<file path="src/rtl/multimode_counter.sv">
// Parametrised loadable up/down counter with enable prescaler, programmable limit
// and four end-of-count behaviours (wrap, saturate, one-shot, bounce).
module multimode_counter #(
    parameter int WIDTH      = 8,
    parameter int PRESCALE_W = 4
) (
    input  logic                  clk,
    input  logic                  rst_n,
    input  logic                  load,
    input  logic [WIDTH-1:0]      load_value,
    input  logic                  enable,
    input  logic                  up_dn,
    input  logic [1:0]            mode,
    input  logic [WIDTH-1:0]      limit,
    input  logic [PRESCALE_W-1:0] prescale,
    input  logic                  oe,
    output logic [WIDTH-1:0]      q,
    output logic                  tc,
    output logic                  done
);

    localparam logic [1:0] MODE_WRAP    = 2'b00;
    localparam logic [1:0] MODE_SAT     = 2'b01;
    localparam logic [1:0] MODE_ONESHOT = 2'b10;
    localparam logic [1:0] MODE_BOUNCE  = 2'b11;

    localparam logic [WIDTH-1:0]      CNT_ZERO = {WIDTH{1'b0}};
    localparam logic [WIDTH-1:0]      CNT_ONE  = WIDTH'(1'b1);
    localparam logic [PRESCALE_W-1:0] PRE_ZERO = {PRESCALE_W{1'b0}};
    localparam logic [PRESCALE_W-1:0] PRE_ONE  = PRESCALE_W'(1'b1);

    logic [WIDTH-1:0]      cnt_r;
    logic [PRESCALE_W-1:0] pre_cnt_r;
    logic                  dir_r;
    logic                  tc_r;
    logic                  done_r;

    logic [WIDTH-1:0]      load_clamp_s;
    logic                  tick_s;
    logic                  eff_up_s;
    logic                  at_term_s;
    logic [WIDTH-1:0]      limit_dec_s;

    logic [WIDTH-1:0]      step_cnt_s;
    logic                  step_dir_s;
    logic                  step_done_s;

    logic [WIDTH-1:0]      cnt_nxt_s;
    logic [PRESCALE_W-1:0] pre_nxt_s;
    logic                  dir_nxt_s;
    logic                  tc_nxt_s;
    logic                  done_nxt_s;

    // Decode tick, effective direction and terminal condition from current state.
    always_comb begin
        load_clamp_s = (load_value > limit) ? limit : load_value;
        tick_s       = enable & ~load & ~done_r & (pre_cnt_r == prescale);
        eff_up_s     = (mode == MODE_BOUNCE) ? dir_r : up_dn;
        // Using >= lets a lowered limit pull an out-of-range count back in.
        at_term_s    = eff_up_s ? (cnt_r >= limit) : (cnt_r == CNT_ZERO);
        limit_dec_s  = (limit == CNT_ZERO) ? CNT_ZERO : (limit - CNT_ONE);
    end

    // Result of one counting step, including the per-mode terminal action.
    always_comb begin
        step_cnt_s  = cnt_r;
        step_dir_s  = dir_r;
        step_done_s = 1'b0;
        if (!at_term_s) begin
            if (eff_up_s) begin
                step_cnt_s = cnt_r + CNT_ONE;
            end else begin
                step_cnt_s = cnt_r - CNT_ONE;
            end
        end else begin
            case (mode)
                MODE_WRAP: begin
                    step_cnt_s = eff_up_s ? CNT_ZERO : limit;
                end
                MODE_SAT: begin
                    step_cnt_s = eff_up_s ? limit : CNT_ZERO;
                end
                MODE_ONESHOT: begin
                    step_cnt_s  = cnt_r;
                    step_done_s = 1'b1;
                end
                MODE_BOUNCE: begin
                    // A zero limit pins the count at 0 while the direction keeps flipping.
                    if (eff_up_s) begin
                        step_cnt_s = limit_dec_s;
                        step_dir_s = 1'b0;
                    end else begin
                        step_cnt_s = (limit == CNT_ZERO) ? CNT_ZERO : CNT_ONE;
                        step_dir_s = 1'b1;
                    end
                end
                default: begin
                    step_cnt_s = cnt_r;
                end
            endcase
        end
    end

    // Next-state selection: load first, otherwise prescaler and counting step.
    always_comb begin
        cnt_nxt_s  = cnt_r;
        pre_nxt_s  = pre_cnt_r;
        dir_nxt_s  = dir_r;
        tc_nxt_s   = 1'b0;
        done_nxt_s = done_r;
        if (load) begin
            cnt_nxt_s  = load_clamp_s;
            pre_nxt_s  = PRE_ZERO;
            dir_nxt_s  = up_dn;
            tc_nxt_s   = 1'b0;
            done_nxt_s = 1'b0;
        end else begin
            // Once done is set the prescaler freezes so no further ticks occur.
            if (tick_s) begin
                pre_nxt_s = PRE_ZERO;
            end else if (enable && !done_r) begin
                pre_nxt_s = pre_cnt_r + PRE_ONE;
            end else begin
                pre_nxt_s = pre_cnt_r;
            end

            if (tick_s) begin
                cnt_nxt_s  = step_cnt_s;
                tc_nxt_s   = at_term_s;
                done_nxt_s = done_r | step_done_s;
            end else begin
                cnt_nxt_s  = cnt_r;
                tc_nxt_s   = 1'b0;
                done_nxt_s = done_r;
            end

            if (mode != MODE_BOUNCE) begin
                dir_nxt_s = up_dn;
            end else if (tick_s) begin
                dir_nxt_s = step_dir_s;
            end else begin
                dir_nxt_s = dir_r;
            end
        end
    end

    // State registers with synchronous active-low reset.
    always_ff @(posedge clk) begin
        if (!rst_n) begin
            cnt_r     <= CNT_ZERO;
            pre_cnt_r <= PRE_ZERO;
            dir_r     <= 1'b1;
            tc_r      <= 1'b0;
            done_r    <= 1'b0;
        end else begin
            cnt_r     <= cnt_nxt_s;
            pre_cnt_r <= pre_nxt_s;
            dir_r     <= dir_nxt_s;
            tc_r      <= tc_nxt_s;
            done_r    <= done_nxt_s;
        end
    end

    assign q    = cnt_r & {WIDTH{oe}};
    assign tc   = tc_r;
    assign done = done_r;

endmodule

</file>
<file path="config.mk">
export PLATFORM = sky130hd
export DESIGN_NAME = multimode_counter
export DESIGN_NICKNAME = d
export VERILOG_FILES = /design/src/rtl/multimode_counter.sv
export SDC_FILE = /design/constraint.sdc
export NUM_CORES = 1
export LEC_CHECK = 0
export BUFFER_PORTS_ARGS = -buffer_cell sky130_fd_sc_hd__buf_4
export CAP_MARGIN = 5
export CORE_ASPECT_RATIO = 0.7
export CORE_MARGIN = 2
export CORE_UTILIZATION = 30
export CTS_CLUSTER_SIZE = 16
export DETAILED_ROUTE_END_ITERATION = 16
export GPL_ROUTABILITY_DRIVEN = 0
export MAX_ROUTING_LAYER = met4
export PLACE_DENSITY_LB_ADDON = 0.08
export SLEW_MARGIN = 0
export SYNTH_ARGS = -nofsm -noshare
export SYNTH_HDL_FRONTEND = slang
export SYNTH_SLANG_ARGS = --single-unit
</file>
<file path="constraint.sdc">
create_clock -name clk -period 5.6 [get_ports clk]
set_input_delay 1.12 -clock clk [delete_from_list [all_inputs] [get_ports clk]]
set_output_delay 1.12 -clock clk [all_outputs]
set_load 0.02 [all_outputs]
</file>
==> results of run 1 <==
[flip-flops by register name (all words and copies together) (netlist names)]
register,flops
cnt_r,8
dir_r,1
done,1
pre_cnt_r,4
tc,1
[worst register-to-register path, cell delays in order (launching register included)]
cell	delay, ns
dfxtp_1	0.36
and3_1	0.19
a21oi_2	0.47
ha_1	0.40
and2_1	0.19
a311oi_1	0.37
o21bai_1	0.10
a21oi_1	0.19
xnor2_1	0.09
mux2i_1	0.17
o221ai_1	0.14
[synthesized netlist by cell type (2+ instances only)]
master / count
nand4_1: 6
o22ai_1: 3
a211oi_1: 2
o21a_1: 2
xnor2_1: 10
o21ai_0: 15
nand2_1: 23
or3_1: 2
clkbuf_1: 2
a21o_1: 7
o221ai_1: 3
buf_6: 2
nor3_1: 5
nor2b_1: 2
o2111ai_1: 2
nand3_1: 6
a21oi_1: 14
nor2_1: 12
and2_1: 10
a31oi_1: 5
ha_1: 25
mux2i_1: 12
dfxtp_1: 15
mux2_2: 4
o211ai_1: 3
inv_1: 13
xor2_1: 5
nor4_1: 2
[routing by layer]
metal | track usage (%) | share of wire (%) | vias up
li1 | - | - | 955
met1 | 26.4 | 54 | 817
met2 | 21.8 | 38 | 53
met3 | 3.80 | 7.5 | 2
met4 | 1.37 | 0.22 | 0
met5 | - | 0 | -
[path summary, 6_finish.rpt]
kind	slack, ns	from	end	cells after the start
min	0.52	done$_SDFFE_PP0P_	done$_SDFFE_PP0P_	2
max	2.14	mode[0]	cnt_r[6]$_SDFFE_PN0P_	11
min reg2reg	0.52	done$_SDFFE_PP0P_	done$_SDFFE_PP0P_	2
max reg2reg	2.82	dir_r$_SDFFE_PN1P_	cnt_r[6]$_SDFFE_PN0P_	10
[power by group]
part	switching (mW)	internal (mW)	total, mW
clock network	0.0408	0.0493	0.0901
registers	0.0116	0.113	0.125
logic	0.101	0.0864	0.187
total	0.153	0.249	0.402
[layout make-up]
cell class                      count  area, µm²  area share, %
Inverter                           13       48.8           2.15
Timing Repair Buffer               38        285           12.5
Multi-Input combinational cell    203       1500           65.8
Clock buffer                        3       41.3           1.82
Clock inverter                      1       5.00          0.220
Tap cell                           78       97.6           4.29
Sequential cell                    15        300           13.2
[cell families (layout without fill, tap and decap cells)]
family                     after synthesis  after routing  share of synthesized area [%]
adders and majority gates               26             26                           17.7
buffers and inverters                   19             55                           4.71
AOI/OAI and AO/OA                       68             68                           23.9
muxes                                   16             16                           8.76
xor gates and xnor gates                15             15                           6.97
DFF                                     15             15                           15.9
and+or+nand+nor                         78             78                           22.1
[stage by stage]
stage	hold WS, ns	power [mW]	cell area [µm²]
finish	0.519	0.402	2270
detailed placement	0.491	0.313	2230
global placement	0.495	0.316	2230
CTS	0.507	0.406	2270
floorplan	0.488	0.255	1890
global route	0.571	0.433	2270
==> qor.csv, run 1 <==
metric;value;unit
outcome;finished, final reports clean;
initial antenna violation count;0;
min cycle time layout;3.46;ns
number of synthesized flops with an enable pin;0;
worst slack, placed;1.90;ns
number of global-route vias before repair;1669;
Final Cycle Share;61.8;%
Worst path slowest cell;a21oi_2;
synth warn;0;
Post-CTS Resized;0;
# placed instances;347;
Syn Std Cell Area;1890;µm²
RSZ-0062 raised after global routing;no;
Die Wd;98.8;µm
Worst Max-Slew Pin Slew;0.611;ns
Initial Util;30.6;%
diode count;0;
Crit path max-delay family;compound AO/OA/AOI/OAI gates;
max incr delay on CP;0.47;ns
pwr/cell area;177;nW/µm²
most common cell after layout, fill and taps aside;buf_4;
ys flop type;dfxtp_1;
Setup Viol. Count Final;0;
Max Root-Sink Buffers;2;
CTS sink cnt;15;
largest net degree at the start of global routing;16;
Startpoint Class;primary input;
Worst VDD drop;0.0626;mV
Remaining DRCs;0;
post-cts hold buffer count;0;
area grow syn2layout;20.6;%
post-synth top area cell;ha_1;
Port Buffers;37;
I/O Pins;38;
iteration-0 DRC count of the detailed router;136;
dpl hpwl;4500;µm
CP cell instances;buf_4 -> and3_1 -> a21oi_2 -> ha_1 -> and2_1 -> a311oi_1 -> o21bai_1 -> a21oi_1 -> xnor2_1 -> mux2i_1 -> o221ai_1;
max_cap viols;0;
kind of critical path;primary input to flop;
Final nets;328;
die area;6950;µm²
total CTS buffers;3;
Yosys top cell area share;16.6;%
WP data arrival;3.59;ns
Synth cell types;53;
layout cell share with drive strength beyond 1;19.4;%
leakage;1.01;nW
register area share after synthesis;15.9;%
Post-Synthesis Mean Instance Area;7.96;µm²
largest cells by area after synthesis;ha_1 17%, dfxtp_1 16%, mux2i_1 6.4%;
Synth Instances;237;
Max Clock Skew;0.00177;ns
most frequent cells in the layout;38 x buf_4, 25 x ha_1, 23 x nand2_1;
fmax;289;MHz
CTS clk-pin slew, worst paths;0.06;ns
# fillers;648;
Die Ht;70.3;µm
Mapped Nets;291;
via count;1827;
DR WL/cell;15.9;µm
#FFs+latches synth;15;
Core Util, Final;37.0;%
Core Footprint;6160;µm²
detailed-route wire length;5570;µm
grt total ovfl;0;
Worst Hold Class;flop to flop;
first-pass GRT wire length;9040;µm
DR pass1 iterations;4;
Worst-Skew Late Latency;0.25;ns
Fin Setup TNS;0;ns
Buf/Inv on CP;1;
H-tree lvl count;1;
num rows;24;
Worst EP required;5.73;ns
CTS tree;built;
remaining antenna violation count after routing;0;
crit path max fanout;14;
fin worst setup slack;2.14;ns
Total GRT Usage;16.7;%
final cell count without fillers;351;
max-slew violations;0;
Via density;5.21;
Worst slew margin;59.3;%
CTS Root Buffer Type;clkbuf_8;
async set-reset flop share out of synthesis;0;%
postcts setup bufs;0;
critical path endpoint category;flop;
final hold violations;0;
No activity file was read; power rests on OpenSTA's default activity.
==> run 2, diff against run 1 <==
ABC_AREA = 1   (was unset)
clock period = 3.4 ns   (was 5.6 ns; I/O delays follow)
==> run 2 against run 1 <==
  * Utilization fell by 0.71 points
  * Register-to-register slack got worse by 1.7 ns
  * Combinational power rose by 110%
  * Sequential cell count did not move
  * First-iteration DRC count rose by 20%
  * Cell count rose by 45%
  * Design area rose by 15%
  * Via count rose by 30%
  * Sequential share of layout area fell by 1.7 points
  * Global-route usage rose by 0.91 points
  * Count of clock-buffer cells in the layout did not move
  * Critical path type unchanged
  * Critical endpoint is now cnt_r[5]$_SDFFE_PN0P_
==> qor.csv, run 2 <==
metric;value;unit
# fillers;830;
Setup Viol. Count Final;0;
total CTS buffers;3;
max-slew violations;0;
most instantiated cells after synthesis;118 x nand2_1, 58 x inv_1, 51 x nand3_1;
Mapped Nets;429;
Worst Hold Class;flop to flop;
Core Footprint;7220;µm²
Post-CTS Resized;0;
Worst Hold Path EP;pre_cnt_r[1]$_SDFFE_PP0P_;
critical path endpoint category;flop;
Largest register FFs;8;
Worst-Skew Late Latency;0.25;ns
Post-Synthesis Mean Instance Area;5.88;µm²
via count;2368;
DR pass1 iterations;5;
Worst slew margin;67.4;%
Worst R2R Setup Slack;1.10;ns
min cycle time layout;2.48;ns
CTS tree;built;
CP cell instances;buf_4 -> nand2_1 -> nand2_1 -> nand2_4 -> inv_6 -> ha_1 -> a21oi_1 -> nand2_1 -> a21oi_1 -> inv_1 -> nand2_1 -> nand2_1 -> inv_1 -> nand2_1 -> nand2_1 -> nor2_1 -> nor2_1 -> nor2_1;
number of synthesized flops with an enable pin;0;
XOR/XNOR share of the synthesized area;4.37;%
synth warn;0;
iteration-0 DRC count of the detailed router;163;
leading registers by flop count;cnt_r x8, pre_cnt_r x4;
Worst VDD drop;0.131;mV
mux contribution to synthesized area;0;%
register area share after synthesis;13.6;%
Max Root-Sink Buffers;2;
first-pass GRT wire length;10800;µm
Yosys top cell area share;20.1;%
area share of fa/ha/maj cells after synthesis;15.1;%
Die Ht;75.7;µm
async set-reset flop share out of synthesis;0;%
DR WL/cell;12.7;µm
H-tree lvl count;1;
Port Buffers;37;
die area;8060;µm²
remaining antenna violation count after routing;0;
top-count cell post-synth;nand2_1;
Die Wd;106;µm
max incr delay on CP;0.36;ns
postcts setup bufs;0;
largest cells by area after synthesis;nand2_1 20%, ha_1 14%, dfxtp_1 14%;
dpl hpwl;5510;µm
detailed-route wire length;6490;µm
post-cts hold buffer count;0;
Max Clock Skew;0.00254;ns
largest net degree at the start of global routing;15;
#FFs+latches synth;15;
CTS clk-pin slew, worst paths;0.07;ns
hold path startpoint;pre_cnt_r[1]$_SDFFE_PP0P_;
Worst Max-Slew Pin Slew;0.488;ns
most used cell, CP;nand2_1;
num rows;26;
Crit path max-delay family;simple AND/OR/NAND/NOR gates;
Final nets;466;
worst slack, placed;0.669;ns
depth of the worst register-to-register path;16;
Syn Std Cell Area;2200;µm²
ys flop type;dfxtp_1;
fmax;403;MHz
WP data arrival;2.63;ns
grt total ovfl;0;
Via density;4.65;
Total GRT Usage;17.6;%
Worst path slowest cell;ha_1;
Fin Setup TNS;0;ns
initial antenna violation count;0;
I/O Pins;38;
CTS Root Buffer Type;clkbuf_8;
RSZ-0062 raised after global routing;no;
Synth cell types;31;
Remaining DRCs;0;
compound-cell area share of the yosys netlist;7.89;%
Buf/Inv on CP;4;
area grow syn2layout;18.7;%
Startpoint Class;primary input;
post-synth top area cell;nand2_1;
largest register by flop count;cnt_r;
Synth Instances;375;
most common cell after layout, fill and taps aside;nand2_1;
final hold violations;0;
crit path max fanout;10;
number of global-route vias before repair;2119;
worst r2r dst;cnt_r[5]$_SDFFE_PN0P_;
hold path depth;2;
largest family of logic cells by synthesized area;simple AND/OR/NAND/NOR gates;
kind of critical path;primary input to flop;
CTS sink cnt;15;
worst r2r src;dir_r$_SDFFE_PN1P_;
diode count;0;
outcome;finished, final reports clean;
Worst EP required;3.55;ns
Post-Synth Simple-Gate Area;46.9;%
most frequent cells in the layout;118 x nand2_1, 58 x inv_1, 51 x nand3_1;
leakage;1.51;nW
pwr/cell area;286;nW/µm²
Final Cycle Share;73.0;%
layout cell share with drive strength beyond 1;13.4;%
fin worst setup slack;0.917;ns
Initial Util;30.5;%
max_cap viols;0;
==> run 2: kinds of logic after synthesis <==
group / after synthesis
flops: 15
xor+xnor: 11
compound gates: 29
simple gates: 228
buf+inv: 66
fa+ha+maj: 26
==> run 2: cell type report <==
type | instances | area [µm²] | area share (%)
Clock buffer | 3 | 41.3 | 1.58
Clock inverter | 1 | 5.00 | 0.191
Inverter | 61 | 234 | 8.94
Multi-Input combinational cell | 294 | 1640 | 62.5
Sequential cell | 15 | 300 | 11.5
Tap cell | 98 | 123 | 4.68
Timing Repair Buffer | 37 | 278 | 10.6
==> run 2: through the flow <==
| stage | power, mW | std cells | hold WS [ns] | cell area, µm² | util (%) |
|---|---|---|---|---|---|
| after floorplan | 0.489 | 375 | 0.492 | 2200 | - |
| after global placement | 0.603 | 505 | 0.537 | 2570 | 35.6 |
| after detailed placement | 0.600 | 505 | 0.537 | 2570 | 35.6 |
| after CTS | 0.756 | 509 | 0.553 | 2620 | 36.2 |
| after global routing | 0.825 | 509 | 0.587 | 2620 | 36.2 |
| final | 0.748 | 509 | 0.543 | 2620 | 36.2 |
==> run 2: worst max-delay path by stage <==
| stage | cells past startpoint | to | start | slack, ns |
|---|---|---|---|---|
| final | 18 | cnt_r[5]$_SDFFE_PN0P_ | mode[0] | 0.92 |
| after global routing | 18 | cnt_r[5]$_SDFFE_PN0P_ | mode[0] | 0.60 |
| after CTS | 18 | cnt_r[5]$_SDFFE_PN0P_ | mode[0] | 0.92 |
| after detailed placement | 18 | cnt_r[5]$_SDFFE_PN0P_ | mode[0] | 0.67 |
| after global placement | 18 | cnt_r[5]$_SDFFE_PN0P_ | mode[0] | 0.67 |
| after floorplan | 16 | cnt_r[7]$_SDFFE_PN0P_ | mode[0] | 1.05 |
==> run 2: layer usage <==
layer / GRT usage (%) / routed length, µm / up-vias / part of all wire, %
met5: - / 0 / - / 0
met4: 1.73 / 21 / 0 / 0.32
met3: 2.48 / 344 / 2 / 5.3
met2: 25.6 / 2580 / 63 / 40
met1: 26.5 / 3550 / 1033 / 55
li1: - / - / 1270 / -
==> run 2: power breakdown <==
part / internal (mW) / switching [mW] / leakage, nW
Clock: 0.0813 / 0.0699 / 0.0255
Sequential: 0.188 / 0.0181 / 0.123
Combinational: 0.148 / 0.243 / 1.36
Total: 0.417 / 0.331 / 1.51
==> run 2: worst reg2reg max path: cells and delay by family (launching register included) <==
kind | cells | cell delay, ns
DFF | 1 | 0.47
and+or+nand+nor | 10 | 0.82
buffers and inverters | 3 | 0.19
AOI/OAI and AO/OA | 2 | 0.35
adders and majority gates | 1 | 0.36
==> run 3, diff against run 2 <==
clock period = 2.5 ns   (was 3.4 ns; I/O delays follow)
==> run 3 against run 2 <==
  * First-iteration DRC count grew 42%
  * Via count about the same
  * Register-to-register slack worse by 0.59 ns
  * Sequential cell count unchanged
  * Power increased by 38%
  * Sequential power rose by 35%
  * Die area stayed put
  * Clock power grew 36%
  * Count of clock-buffer cells in the layout unchanged
  * Non-clock buffer count increased by 9
  * Utilization increased by 0.94 points
  * Largest power group unchanged
==> qor.csv, run 3 (synthesis results as in run 2) <==
metric;value;unit
outcome;finished, final reports clean;
leakage;1.55;nW
Remaining DRCs;0;
initial antenna violation count;0;
worst r2r src;dir_r$_SDFFE_PN1P_;
Worst VDD drop;0.207;mV
postcts setup bufs;0;
RSZ-0062 raised after global routing;no;
Startpoint Class;primary input;
iteration-0 DRC count of the detailed router;231;
final hold violations;0;
Worst Max-Slew Pin Slew;0.399;ns
Initial Util;30.5;%
max_cap viols;0;
first-pass GRT wire length;10800;µm
CTS tree;built;
kind of critical path;primary input to flop;
die area;8060;µm²
Final nets;475;
remaining antenna violation count after routing;0;
Worst R2R Setup Slack;0.51;ns
most frequent cells in the layout;118 x nand2_1, 58 x inv_1, 51 x nand3_1;
Setup Viol. Count Final;0;
CTS clk-pin slew, worst paths;0.07;ns
Die Ht;75.7;µm
largest net degree at the start of global routing;14;
CTS Root Buffer Type;clkbuf_8;
Critical Path Start;limit[1];
area grow syn2layout;21.8;%
Port Buffers;37;
I/O Pins;38;
diode count;0;
Worst Hold Class;primary input to flop;
leading registers by flop count;cnt_r x8, pre_cnt_r x4;
critical path endpoint category;flop;
Post-CTS Resized;0;
layout cell share with drive strength beyond 1;15.2;%
crit path max fanout;9;
H-tree lvl count;1;
num rows;26;
Largest register FFs;8;
Worst slew margin;73.2;%
total CTS buffers;3;
min cycle time layout;2.11;ns
Max Root-Sink Buffers;2;
Final Cycle Share;84.5;%
Fin Setup TNS;0;ns
Worst EP required;2.69;ns
total power;1.03;mW
Die Wd;106;µm
DR WL/cell;12.7;µm
number of global-route vias before repair;2103;
detailed-route wire length;6560;µm
Total GRT Usage;17.7;%
WP data arrival;2.31;ns
Critical Path End;cnt_r[0]$_SDFFE_PN0P_;
worst r2r dst;cnt_r[7]$_SDFFE_PN0P_;
via count;2366;
Via density;4.57;
Core Footprint;7220;µm²
post-cts hold buffer count;0;
largest register by flop count;cnt_r;
Max Clock Skew;0.000901;ns
DR pass1 iterations;4;
grt total ovfl;0;
max-slew violations;0;
pwr/cell area;384;nW/µm²
most common cell after layout, fill and taps aside;nand2_1;
depth of the worst register-to-register path;15;
dpl hpwl;5670;µm
Worst-Skew Late Latency;0.25;ns
fmax;473;MHz
CTS sink cnt;15;
run 3: routing by layer:
layer / wire length (µm) / GRT usage (%) / up-vias
met4: 12 / 1.15 / 0
met2: 2470 / 24.8 / 55
met1: 3600 / 27.4 / 1015
li1: - / - / 1294
met3: 477 / 2.91 / 2
met5: 0 / - / -
run 3: where the power goes:
part	switching, mW	internal [mW]
combinational	0.336	0.213
clock	0.0941	0.111
sequential	0.0226	0.256
run 3: worst min path at each step:
stage,from,to,slack (ns),cells after the start
4_1_cts,rst_n,dir_r$_SDFFE_PN1P_,0.52,2
6_report,rst_n,dir_r$_SDFFE_PN1P_,0.52,2
2_1_floorplan,pre_cnt_r[1]$_SDFFE_PP0P_,pre_cnt_r[1]$_SDFFE_PP0P_,0.49,2
3_5_place_dp,pre_cnt_r[3]$_SDFFE_PP0P_,pre_cnt_r[3]$_SDFFE_PP0P_,0.54,2
5_1_grt,rst_n,dir_r$_SDFFE_PN1P_,0.54,2
3_3_place_gp,pre_cnt_r[1]$_SDFFE_PP0P_,pre_cnt_r[1]$_SDFFE_PP0P_,0.53,2
run 3: area by class of cell:
| cell class | instances | area, µm² |
|---|---|---|
| Inverter | 61 | 234 |
| Clock buffer | 3 | 41.3 |
| Timing Repair Buffer | 46 | 345 |
| Sequential cell | 15 | 300 |
| Multi-Input combinational cell | 294 | 1640 |
| Tap cell | 98 | 123 |
| Clock inverter | 1 | 5.00 |
| Fill cell | 840 | 4540 |
run 3: critical path, stage by stage:
cell	delay [ns]
buf_4	0.13
inv_1	0.21
ha_1	0.30
inv_1	0.06
nor2_1	0.03
o21ai_0	0.14
nand2_1	0.08
nand2_1	0.06
nand2_1	0.06
nand2_1	0.21
inv_1	0.13
nand2_1	0.11
nand3_1	0.08
nand2_1	0.09
nor2_1	0.04
nor2_1	0.07
run 3: per-stage QoR:
step	worst slack [ns]	area (µm²)	std cells	util (%)	hold WS [ns]
6_report	0.387	2690	518	37.2	0.523
5_1_grt	0.168	2690	518	37.2	0.536
4_1_cts	0.414	2690	518	37.2	0.523
3_5_place_dp	0.149	2640	514	36.5	0.539
3_3_place_gp	0.123	2640	514	36.5	0.533
2_1_floorplan	0.333	2200	375	-	0.492
